## src/rtl/shifter_pkg.sv

```systemverilog
`default_nettype none
// +----------------------------------------------------------------------------+
// | Module   : shifter_pkg                                                     |
// | Purpose  : Shared geometry and state encoding for the shift/mux array      |
// |            and the sequencer that drives it.                               |
// | Contents : LANE_W, NLANES, DATA_W, state_e {IDLE, RUN, DONE}               |
// | Revision : 1.0 - initial release                                           |
// +----------------------------------------------------------------------------+
package shifter_pkg;

  localparam int LANE_W = 4;
  localparam int NLANES = 4;
  localparam int DATA_W = LANE_W * NLANES;

  typedef enum logic [1:0] {
    IDLE = 2'd0,
    RUN  = 2'd1,
    DONE = 2'd2
  } state_e;

endpackage : shifter_pkg
`default_nettype wire

```

## src/rtl/shift_sequencer_if.sv

```systemverilog
`default_nettype none
// +----------------------------------------------------------------------------+
// | Module   : shift_sequencer_if                                              |
// | Purpose  : Command and result handshakes of the shift sequencer.           |
// | Signals  : cmd_valid/cmd_ready, cmd_data[16], cmd_dir, cmd_steps[STEP_W],  |
// |            cmd_fill[4]; res_valid/res_ready, res_data[16]                  |
// | Modports : master - command producer / result consumer                     |
// |            slave  - the sequencer                                          |
// | Revision : 1.0 - initial release                                           |
// +----------------------------------------------------------------------------+
interface shift_sequencer_if #(
  parameter int STEP_W = 4
) ();
  import shifter_pkg::*;

  logic                 cmd_valid;
  logic                 cmd_ready;
  logic [DATA_W-1:0]    cmd_data;
  logic                 cmd_dir;
  logic [STEP_W-1:0]    cmd_steps;
  logic [LANE_W-1:0]    cmd_fill;

  logic                 res_valid;
  logic                 res_ready;
  logic [DATA_W-1:0]    res_data;

  modport master (
    output cmd_valid, cmd_data, cmd_dir, cmd_steps, cmd_fill, res_ready,
    input  cmd_ready, res_valid, res_data
  );

  modport slave (
    input  cmd_valid, cmd_data, cmd_dir, cmd_steps, cmd_fill, res_ready,
    output cmd_ready, res_valid, res_data
  );

endinterface : shift_sequencer_if
`default_nettype wire

```

## src/rtl/shift_sequencer.sv

```systemverilog
`default_nettype none
// +----------------------------------------------------------------------------+
// | Module   : shift_sequencer                                                 |
// | Purpose  : Holds the four lane registers feeding the external shift/mux    |
// |            array, loads them from a command, clocks the array outputs back |
// |            in for the requested number of steps and returns the result.    |
// | Ports    : clk, rst (sync, active high)                                    |
// |            bus          - command / result handshakes (slave modport)      |
// |            sh_s         - array select (registered cmd_dir)                |
// |            sh_a0..sh_a3 - lane registers R0..R3                            |
// |            sh_ir, sh_il - registered fill value                            |
// |            sh_h0..sh_h3 - array outputs, sampled only while running        |
// | Revision : 1.0 - initial release                                           |
// +----------------------------------------------------------------------------+
module shift_sequencer
  import shifter_pkg::*;
#(
  parameter int STEP_W = 4
) (
  input  wire logic              clk,
  input  wire logic              rst,
  shift_sequencer_if.slave       bus,
  output logic                   sh_s,
  output logic [LANE_W-1:0]      sh_a0,
  output logic [LANE_W-1:0]      sh_a1,
  output logic [LANE_W-1:0]      sh_a2,
  output logic [LANE_W-1:0]      sh_a3,
  output logic [LANE_W-1:0]      sh_ir,
  output logic [LANE_W-1:0]      sh_il,
  input  wire logic [LANE_W-1:0] sh_h0,
  input  wire logic [LANE_W-1:0] sh_h1,
  input  wire logic [LANE_W-1:0] sh_h2,
  input  wire logic [LANE_W-1:0] sh_h3
);

  localparam logic [1:0] ST_IDLE = IDLE;
  localparam logic [1:0] ST_RUN  = RUN;
  localparam logic [1:0] ST_DONE = DONE;

  localparam logic [STEP_W-1:0] C_CNT_LAST = STEP_W'(1);

  logic [1:0]                          r_state;
  logic [NLANES-1:0][LANE_W-1:0]       r_lanes;
  logic                                r_dir;
  logic [LANE_W-1:0]                   r_fill;
  logic [STEP_W-1:0]                   r_cnt;
  logic [NLANES-1:0][LANE_W-1:0]       w_h;

  assign w_h = {sh_h3, sh_h2, sh_h1, sh_h0};

  always_ff @(posedge clk) begin
    if (rst) begin
      r_state <= ST_IDLE;
      r_lanes <= '0;
      r_dir   <= 1'b0;
      r_fill  <= '0;
      r_cnt   <= '0;
    end else begin
      case (r_state)
        ST_IDLE: begin
          if (bus.cmd_valid) begin
            r_lanes <= bus.cmd_data;
            r_dir   <= bus.cmd_dir;
            r_fill  <= bus.cmd_fill;
            r_cnt   <= bus.cmd_steps;
            r_state <= (bus.cmd_steps == '0) ? ST_DONE : ST_RUN;
          end
        end
        ST_RUN: begin
          r_lanes <= w_h;
          r_cnt   <= r_cnt - C_CNT_LAST;
          // Leaving on cnt==1 means the counter bottoms out at zero and never wraps.
          if (r_cnt == C_CNT_LAST) begin
            r_state <= ST_DONE;
          end
        end
        ST_DONE: begin
          if (bus.res_ready) begin
            r_state <= ST_IDLE;
          end
        end
        default: r_state <= ST_IDLE;
      endcase
    end
  end

  // Handshake flags decode straight from state; only IDLE accepts commands.
  assign bus.cmd_ready = (r_state == ST_IDLE);
  assign bus.res_valid = (r_state == ST_DONE);
  assign bus.res_data  = r_lanes;

  // Array drive comes from registers only, so the array loop is broken by flops.
  assign sh_s  = r_dir;
  assign sh_ir = r_fill;
  assign sh_il = r_fill;
  assign sh_a0 = r_lanes[0];
  assign sh_a1 = r_lanes[1];
  assign sh_a2 = r_lanes[2];
  assign sh_a3 = r_lanes[3];

endmodule : shift_sequencer
`default_nettype wire

```

## src/flat_wrapper.sv

```systemverilog
// flat-port wrapper written by rule: the top's interface ports become plain ports
module shift_sequencer_flat import shifter_pkg::*;
#(
  parameter int STEP_W = 4
)
  (clk, rst, sh_s, sh_a0, sh_a1, sh_a2, sh_a3, sh_ir, sh_il, sh_h0, sh_h1, sh_h2, sh_h3, bus_cmd_valid, bus_cmd_data, bus_cmd_dir, bus_cmd_steps, bus_cmd_fill, bus_res_ready, bus_cmd_ready, bus_res_valid, bus_res_data);
  shift_sequencer_if #(.STEP_W(STEP_W)) bus_i ();
  input  wire logic clk;
  input  wire logic rst;
  output logic sh_s;
  output logic [LANE_W-1:0] sh_a0;
  output logic [LANE_W-1:0] sh_a1;
  output logic [LANE_W-1:0] sh_a2;
  output logic [LANE_W-1:0] sh_a3;
  output logic [LANE_W-1:0] sh_ir;
  output logic [LANE_W-1:0] sh_il;
  input  wire logic [LANE_W-1:0] sh_h0;
  input  wire logic [LANE_W-1:0] sh_h1;
  input  wire logic [LANE_W-1:0] sh_h2;
  input  wire logic [LANE_W-1:0] sh_h3;
  input wire logic [$bits(bus_i.cmd_valid)-1:0] bus_cmd_valid;
  input wire logic [$bits(bus_i.cmd_data)-1:0] bus_cmd_data;
  input wire logic [$bits(bus_i.cmd_dir)-1:0] bus_cmd_dir;
  input wire logic [$bits(bus_i.cmd_steps)-1:0] bus_cmd_steps;
  input wire logic [$bits(bus_i.cmd_fill)-1:0] bus_cmd_fill;
  input wire logic [$bits(bus_i.res_ready)-1:0] bus_res_ready;
  output wire logic [$bits(bus_i.cmd_ready)-1:0] bus_cmd_ready;
  output wire logic [$bits(bus_i.res_valid)-1:0] bus_res_valid;
  output wire logic [$bits(bus_i.res_data)-1:0] bus_res_data;
  assign bus_i.cmd_valid = bus_cmd_valid;
  assign bus_i.cmd_data = bus_cmd_data;
  assign bus_i.cmd_dir = bus_cmd_dir;
  assign bus_i.cmd_steps = bus_cmd_steps;
  assign bus_i.cmd_fill = bus_cmd_fill;
  assign bus_i.res_ready = bus_res_ready;
  assign bus_cmd_ready = bus_i.cmd_ready;
  assign bus_res_valid = bus_i.res_valid;
  assign bus_res_data = bus_i.res_data;
  shift_sequencer #(.STEP_W(STEP_W)) u_core (.clk(clk), .rst(rst), .bus(bus_i), .sh_s(sh_s), .sh_a0(sh_a0), .sh_a1(sh_a1), .sh_a2(sh_a2), .sh_a3(sh_a3), .sh_ir(sh_ir), .sh_il(sh_il), .sh_h0(sh_h0), .sh_h1(sh_h1), .sh_h2(sh_h2), .sh_h3(sh_h3));
endmodule
```

## config.mk

```make
export PLATFORM = sky130hd
export DESIGN_NAME = shift_sequencer_flat
export DESIGN_NICKNAME = d
export VERILOG_FILES = /design/src/rtl/shifter_pkg.sv /design/src/rtl/shift_sequencer_if.sv /design/src/rtl/shift_sequencer.sv /design/src/flat_wrapper.sv
export SDC_FILE = /design/constraint.sdc
export NUM_CORES = 1
export LEC_CHECK = 0
export CORE_MARGIN = 2
export CORE_UTILIZATION = 35
export CTS_BUF_LIST = sky130_fd_sc_hd__clkbuf_4 sky130_fd_sc_hd__clkbuf_8
export DETAILED_ROUTE_END_ITERATION = 10
export HOLD_SLACK_MARGIN = 0.08
export PLACE_DENSITY = 0.76
export SYNTH_ARGS = -nofsm -noshare
export SYNTH_HDL_FRONTEND = slang
export SYNTH_SLANG_ARGS = --single-unit
```

## constraint.sdc

```tcl
create_clock -name clk -period 1.5 [get_ports clk]
set_input_delay 0.15 -clock clk [delete_from_list [all_inputs] [get_ports clk]]
set_output_delay 0.15 -clock clk [all_outputs]
set_load 0.01 [all_outputs]
```

==> results.toml, run 1 <==
[run_status]
outcome = "complete, no violations"

[setup_path]
critPathLaunchType = "flip-flop"
path_buf_inv = 1
critPathCaptureType = "output pin"
cpPeakStageDelay_ns = 0.56
cp.arrival_ns = 1.21
rr_endpoint = "u_core.r_cnt[1]"
crit_family = "buffers and inverters"
required_ns = 1.35
path_max_fanout = 3
cp_slowest_cell = "clkdlybuf4s50_1"
rr_worst_depth = 5
ff2ff_setup_slack_ns = 0.18
crit_chain = "clkdlybuf4s50_1"
r2r-start = "u_core.r_cnt[0]"
critPathKind = "flip-flop to output pin"

[grt]
grt_max_degree = 22
grt_pass1_wl_microns = 5650
antenna_found_initial = 0
met3_usage = 0.0477
global_route.overflow_total = 0
met2_usage = 0.305
grt_pass1_vias = 1286
grt_util_all_layers = 0.159
grt.met1_usage = 0.172
top_usage_layer = "met2"

[routing]
first_pass_iters = 4
post_drt_wl_per_cell_microns = 12.5
drc = 0
drt.antenna.violating_nets = 0
drt_iter0_markers = 49
via_count = 1425
wl_microns = 3640
vias_per_cell = 4.91

[synth]
synth-adder-area-share = 0.0172
ys_types = 30
synth_nets = 218
synth_top_family_by_area = "simple AND/OR/NAND/NOR gates"
synth-simple-area-share = 0.225
netlist_instances = 171
synth_mux_area_frac = 0.0344
synth_area_per_cell_sq_um = 8.51
synth_compound_area_frac = 0.171
seq_area_frac_synth = 0.371
synth_xor_xnor_area_share = 0
synth_seq_cells = 27
ys_warn_count = 0
syn_area_sq_um = 1460

[place]
port_buffers = 87
dpl.hpwl_microns = 2900
globalplace.congestion = 0.748
dpl_worst_slack_ns = -0.0200
dp_cells = 286
placed_area_sq_um = 2240

[finish]
diodes = 0
fin_nets = 288
nFillCells = 390
area_growth_pct = 57.8
final_cell_count_no_fill = 290
layout-drive-gt1-share = 0.0958
seq_area_sq_um = 546
multi_input_area_sq_um = 652
stdcell_area_sq_um = 2300

[sta]
slew_headroom = 0.739
rsz0062_at_grt = "no"
fmax_mhz = 737
whs_ns = 0.440
slew_violations = 0
fin_crit_sh = 0.905
setup-violations-final = 0
fin_skew_ns = 0.00351
worst_pin_slew_ns = 0.391
hold_violations = 0
period_minus_slack_ns = 1.36
setup_slack_ns = 0.143

[clock_tree]
cts_tree = "done"
h-tree-depth = 1
clk_path_buf_depth = 2
clock_sinks = 27
clk_latency_ns = 0.27
path_clk_slew_ns = 0.09
numCtsBuffers = 3
cts_root_buf = "clkbuf_8"

[flow_run]
timing.max_cap.violations = 0

[floorplan]
dieArea_sq_um = 4690
initial_core_util = 0.364
ioPinCount = 88
core_sq_um = 4000
die_y_microns = 68.5
rows = 23
die_w_microns = 68.5

[min_path]
holdPathEnd = "u_core.sh_a3[2]"
hold_class = "input pin to flip-flop"
whs_path_depth = 3
hold_start = "sh_h3[2]"

[power]
power_per_cell_area_nw_per_um2 = 1050
p_leak_uw = 0.000900
irDropWorstVdd_mv = 0.847
-- cell families (layout without fill, tap and decap cells) --
logic type | count (synthesis) | count (layout)
flops | 27 | 27
buf+inv | 36 | 105
mux | 5 | 5
simple gates | 72 | 72
compound gates | 29 | 29
fa+ha+maj | 2 | 2
-- worst max-delay path by stage --
stage | cells after the start | to | startpoint
after floorplan | 4 | u_core.r_cnt[2] | u_core.r_state[0]
after global placement | 4 | u_core.r_state[0] | bus_cmd_steps[3]
after detailed placement | 4 | u_core.r_state[0] | bus_cmd_steps[3]
after CTS | 1 | bus_res_data[3] | u_core.sh_a0[3]
after global routing | 5 | u_core.r_cnt[1] | u_core.r_cnt[0]
final | 1 | bus_res_data[8] | u_core.sh_a2[0]
-- layout by cell type, fill, tap and decap left out, types with 2 or more instances in the layout --
cell	instances
ha_1	2
mux2i_1	5
buf_4	9
nor3b_1	2
inv_1	3
buf_12	2
a311oi_1	16
a211oi_1	4
a21oi_1	3
nor2_1	24
nor3_1	3
clkdlybuf4s50_1	85
nand2_1	33
or3b_2	2
dlygate4sd2_1	2
dfxtp_1	25
nor2b_1	2
clkbuf_8	3
-- state kept, by name, summed over array words and instances, names as in the netlist --
signal          count
u_core.sh_s         1
u_core.r_state      2
u_core.sh_il        4
u_core.sh_a0        4
u_core.sh_a3        4
u_core.sh_a1        4
u_core.sh_a2        4
u_core.r_cnt        4
-- routing by layer --
layer  vias to the layer above  wire length [microns]  part of all wire
met2                        53                   1920              0.53
met5                         -                      0                 0
met4                         0                     12            0.0033
li1                        708                      -                 -
met1                       662                   1430              0.39
met3                         2                    280             0.077
-- where the power goes --
| part | switching [uW] | total [uW] | internal, uW |
|---|---|---|---|
| clock | 229 | 417 | 189 |
| sequential | 106 | 938 | 832 |
| combinational | 430 | 1050 | 617 |
-- cells in the mapped netlist (all sizes together) --
master,n,area share
nand3,1,0.0034
and2b,1,0.0052
nand2b,1,0.0043
nor2b,2,0.0086
a311oi,17,0.11
or3b,2,0.012
nor2,24,0.062
nor3b,3,0.023
o2bb2ai,1,0.0060
a21oi,3,0.010
o22ai,1,0.0043
a31o,1,0.0060
nor3,3,0.010
clkbuf,2,0.0052
buf,31,0.17
and3b,1,0.0060
ha,2,0.017
mux2i,5,0.034
a211oi,4,0.021
a211o,1,0.0060
inv,3,0.0077
nand2,33,0.085
o21ba,1,0.011
or4,1,0.0052
dfxtp,27,0.37
-- area by class of cell --
cell class | instances | area share
clock buffers | 3 | 0.0180
repair buffers | 98 | 0.425
flip-flops and latches | 27 | 0.238
inverters | 3 | 0.00490
well taps | 50 | 0.0272
clock inverters | 1 | 0.00327
multi-input cells | 108 | 0.284
-- through the flow --
step	setup TNS [ns]	total power, uW	utilization
3_5_place_dp	-0.0478	2020	0.561
4_1_cts	0	2440	0.574
3_3_place_gp	0	2000	0.561
6_report	0	2400	0.574
5_1_grt	0	2570	0.574
2_1_floorplan	0	1560	-
-- timing repair --
action,4_1_cts,5_1_grt
setup endpoints to repair,2,0
hold buffers,0,0
resized for setup,5,0
setup buffers,0,0
Note: power is estimated with default switching activity, not from simulation.
==> inputs of run 2 (changes only) <==
--- a/config.mk
+++ b/config.mk
@@ -5,12 +5,14 @@
 export SDC_FILE = /design/constraint.sdc
 export NUM_CORES = 1
 export LEC_CHECK = 0
+export CORE_ASPECT_RATIO = 0.9
 export CORE_MARGIN = 2
 export CORE_UTILIZATION = 35
 export CTS_BUF_LIST = sky130_fd_sc_hd__clkbuf_4 sky130_fd_sc_hd__clkbuf_8
 export DETAILED_ROUTE_END_ITERATION = 10
 export HOLD_SLACK_MARGIN = 0.08
 export PLACE_DENSITY = 0.76
+export SKIP_CTS_REPAIR_TIMING = 1
 export SYNTH_ARGS = -nofsm -noshare
 export SYNTH_HDL_FRONTEND = slang
 export SYNTH_SLANG_ARGS = --single-unit
==> run 2 against run 1 <==
  * Sequential power about the same
  * Cell count down 1.4%
  * Design area down 0.33%
  * Die area about the same
  * Clock-buffer cell count up 1
  * Largest cell class unchanged
==> results.toml, run 2 (synthesized netlist as in run 1, its figures left out) <==
[clock_tree]
path_clk_slew_ns = 0.09
numCtsBuffers = 3
cts_root_buf = "clkbuf_8"
clock_sinks = 27
h-tree-depth = 1
cts_tree = "done"
clk_path_buf_depth = 2
clk_latency_ns = 0.27

[finish]
fin_util = 0.566
stdcell_area_sq_um = 2290
final_cell_count_no_fill = 286
final_common_cell = "clkdlybuf4s50_1"
area_growth_pct = 57.3
layout-drive-gt1-share = 0.0924
diodes = 0
final_cell_mix = "85 x clkdlybuf4s50_1, 33 x nand2_1, 25 x dfxtp_1, 24 x nor2_1, 16 x a311oi_1"
fin_nets = 286

[flow_run]
timing.max_cap.violations = 0

[grt]
antenna_found_initial = 0
global_route.overflow_total = 0
grt_pass1_vias = 1262
grt_max_degree = 20
grt_util_all_layers = 0.158
grt_pass1_wl_microns = 5910

[min_path]
whs_path_depth = 3
hold_class = "input pin to flip-flop"

[routing]
vias_per_cell = 4.88
via_count = 1395
drc = 0
drt.antenna.violating_nets = 0
drt-met1-wl_microns = 1560
drt_iter0_markers = 56
wl_microns = 3610
maxUsedRoutingLayer = "met4"
first_pass_iters = 4
post_drt_wl_per_cell_microns = 12.6
wl_met3_microns = 295
met2_length_microns = 1740

[place]
placed_area_sq_um = 2230
dp_cells = 282
globalplace.congestion = 0.762
port_buffers = 87
dpl.hpwl_microns = 2800

[floorplan]
initial_core_util = 0.360
die_y_microns = 65.2
ioPinCount = 88
die_w_microns = 72.0
dieArea_sq_um = 4690
rows = 22
core_sq_um = 4050

[sta]
rsz0062_at_grt = "no"
period_minus_slack_ns = 1.35
whs_ns = 0.439
fin_skew_ns = 0.00377
slew_violations = 0
hold_violations = 0
fin_crit_sh = 0.899
fmax_mhz = 742
setup-violations-final = 0
worst_pin_slew_ns = 0.399
slew_headroom = 0.733

[setup_path]
rr_worst_depth = 5
critPathKind = "flip-flop to flip-flop"
path_max_fanout = 15
cp.arrival_ns = 1.53
required_ns = 1.68
critPathLaunchType = "flip-flop"
critPathCaptureType = "flip-flop"

[power]
report.power.total_uw = 2410
irDropWorstVdd_mv = 0.482
power_per_cell_area_nw_per_um2 = 1050
p_leak_uw = 0.000914

[run_status]
outcome = "complete, no violations"
[run 2: final cells by class]
cell class	count	area [sq um]
flip-flops and latches	27	546
repair buffers	96	968
multi-input cells	108	654
inverters	3	11.3
well taps	48	60.1
clock buffers	4	48.8
fillers	380	1760
[run 2: path summary, 6_finish.rpt]
path	startpoint	end	slack, ns
worst max-delay path	u_core.r_state[1]	u_core.sh_a2[1]	0.15
worst min-delay path	sh_h1[2]	u_core.sh_a1[2]	0.44
worst max register to register	u_core.r_state[1]	u_core.sh_a2[1]	0.15
worst min register to register	u_core.sh_s	u_core.sh_s	0.50
[run 2: critical path, stage by stage, from the launching register on]
cell	delay [ns]
dfxtp_1	0.34
buf_4	0.17
o21ba_4	0.30
buf_12	0.16
nor2_1	0.04
a311oi_1	0.25
[run 2: power by group]
part | internal, uW | switching (uW) | leakage (uW)
Combinational | 615 | 430 | 0.000663
Clock | 208 | 220 | 0.0000262
Sequential | 833 | 102 | 0.000225
[run 2: metal layers]
layer  vias to the layer above  global-route usage
li1                        705                   -
met1                       635               0.212
met2                        53               0.259
met3                         2              0.0383
met4                         0              0.0354
met5                         -                   0
[run 2: stage by stage]
step,worst slack (ns),TNS (ns)
after floorplan,0.290,0
after global placement,-0.0153,-0.0153
after detailed placement,-0.0406,-0.0643
after CTS,-0.170,-0.321
after global routing,0.0400,0
final,0.152,0
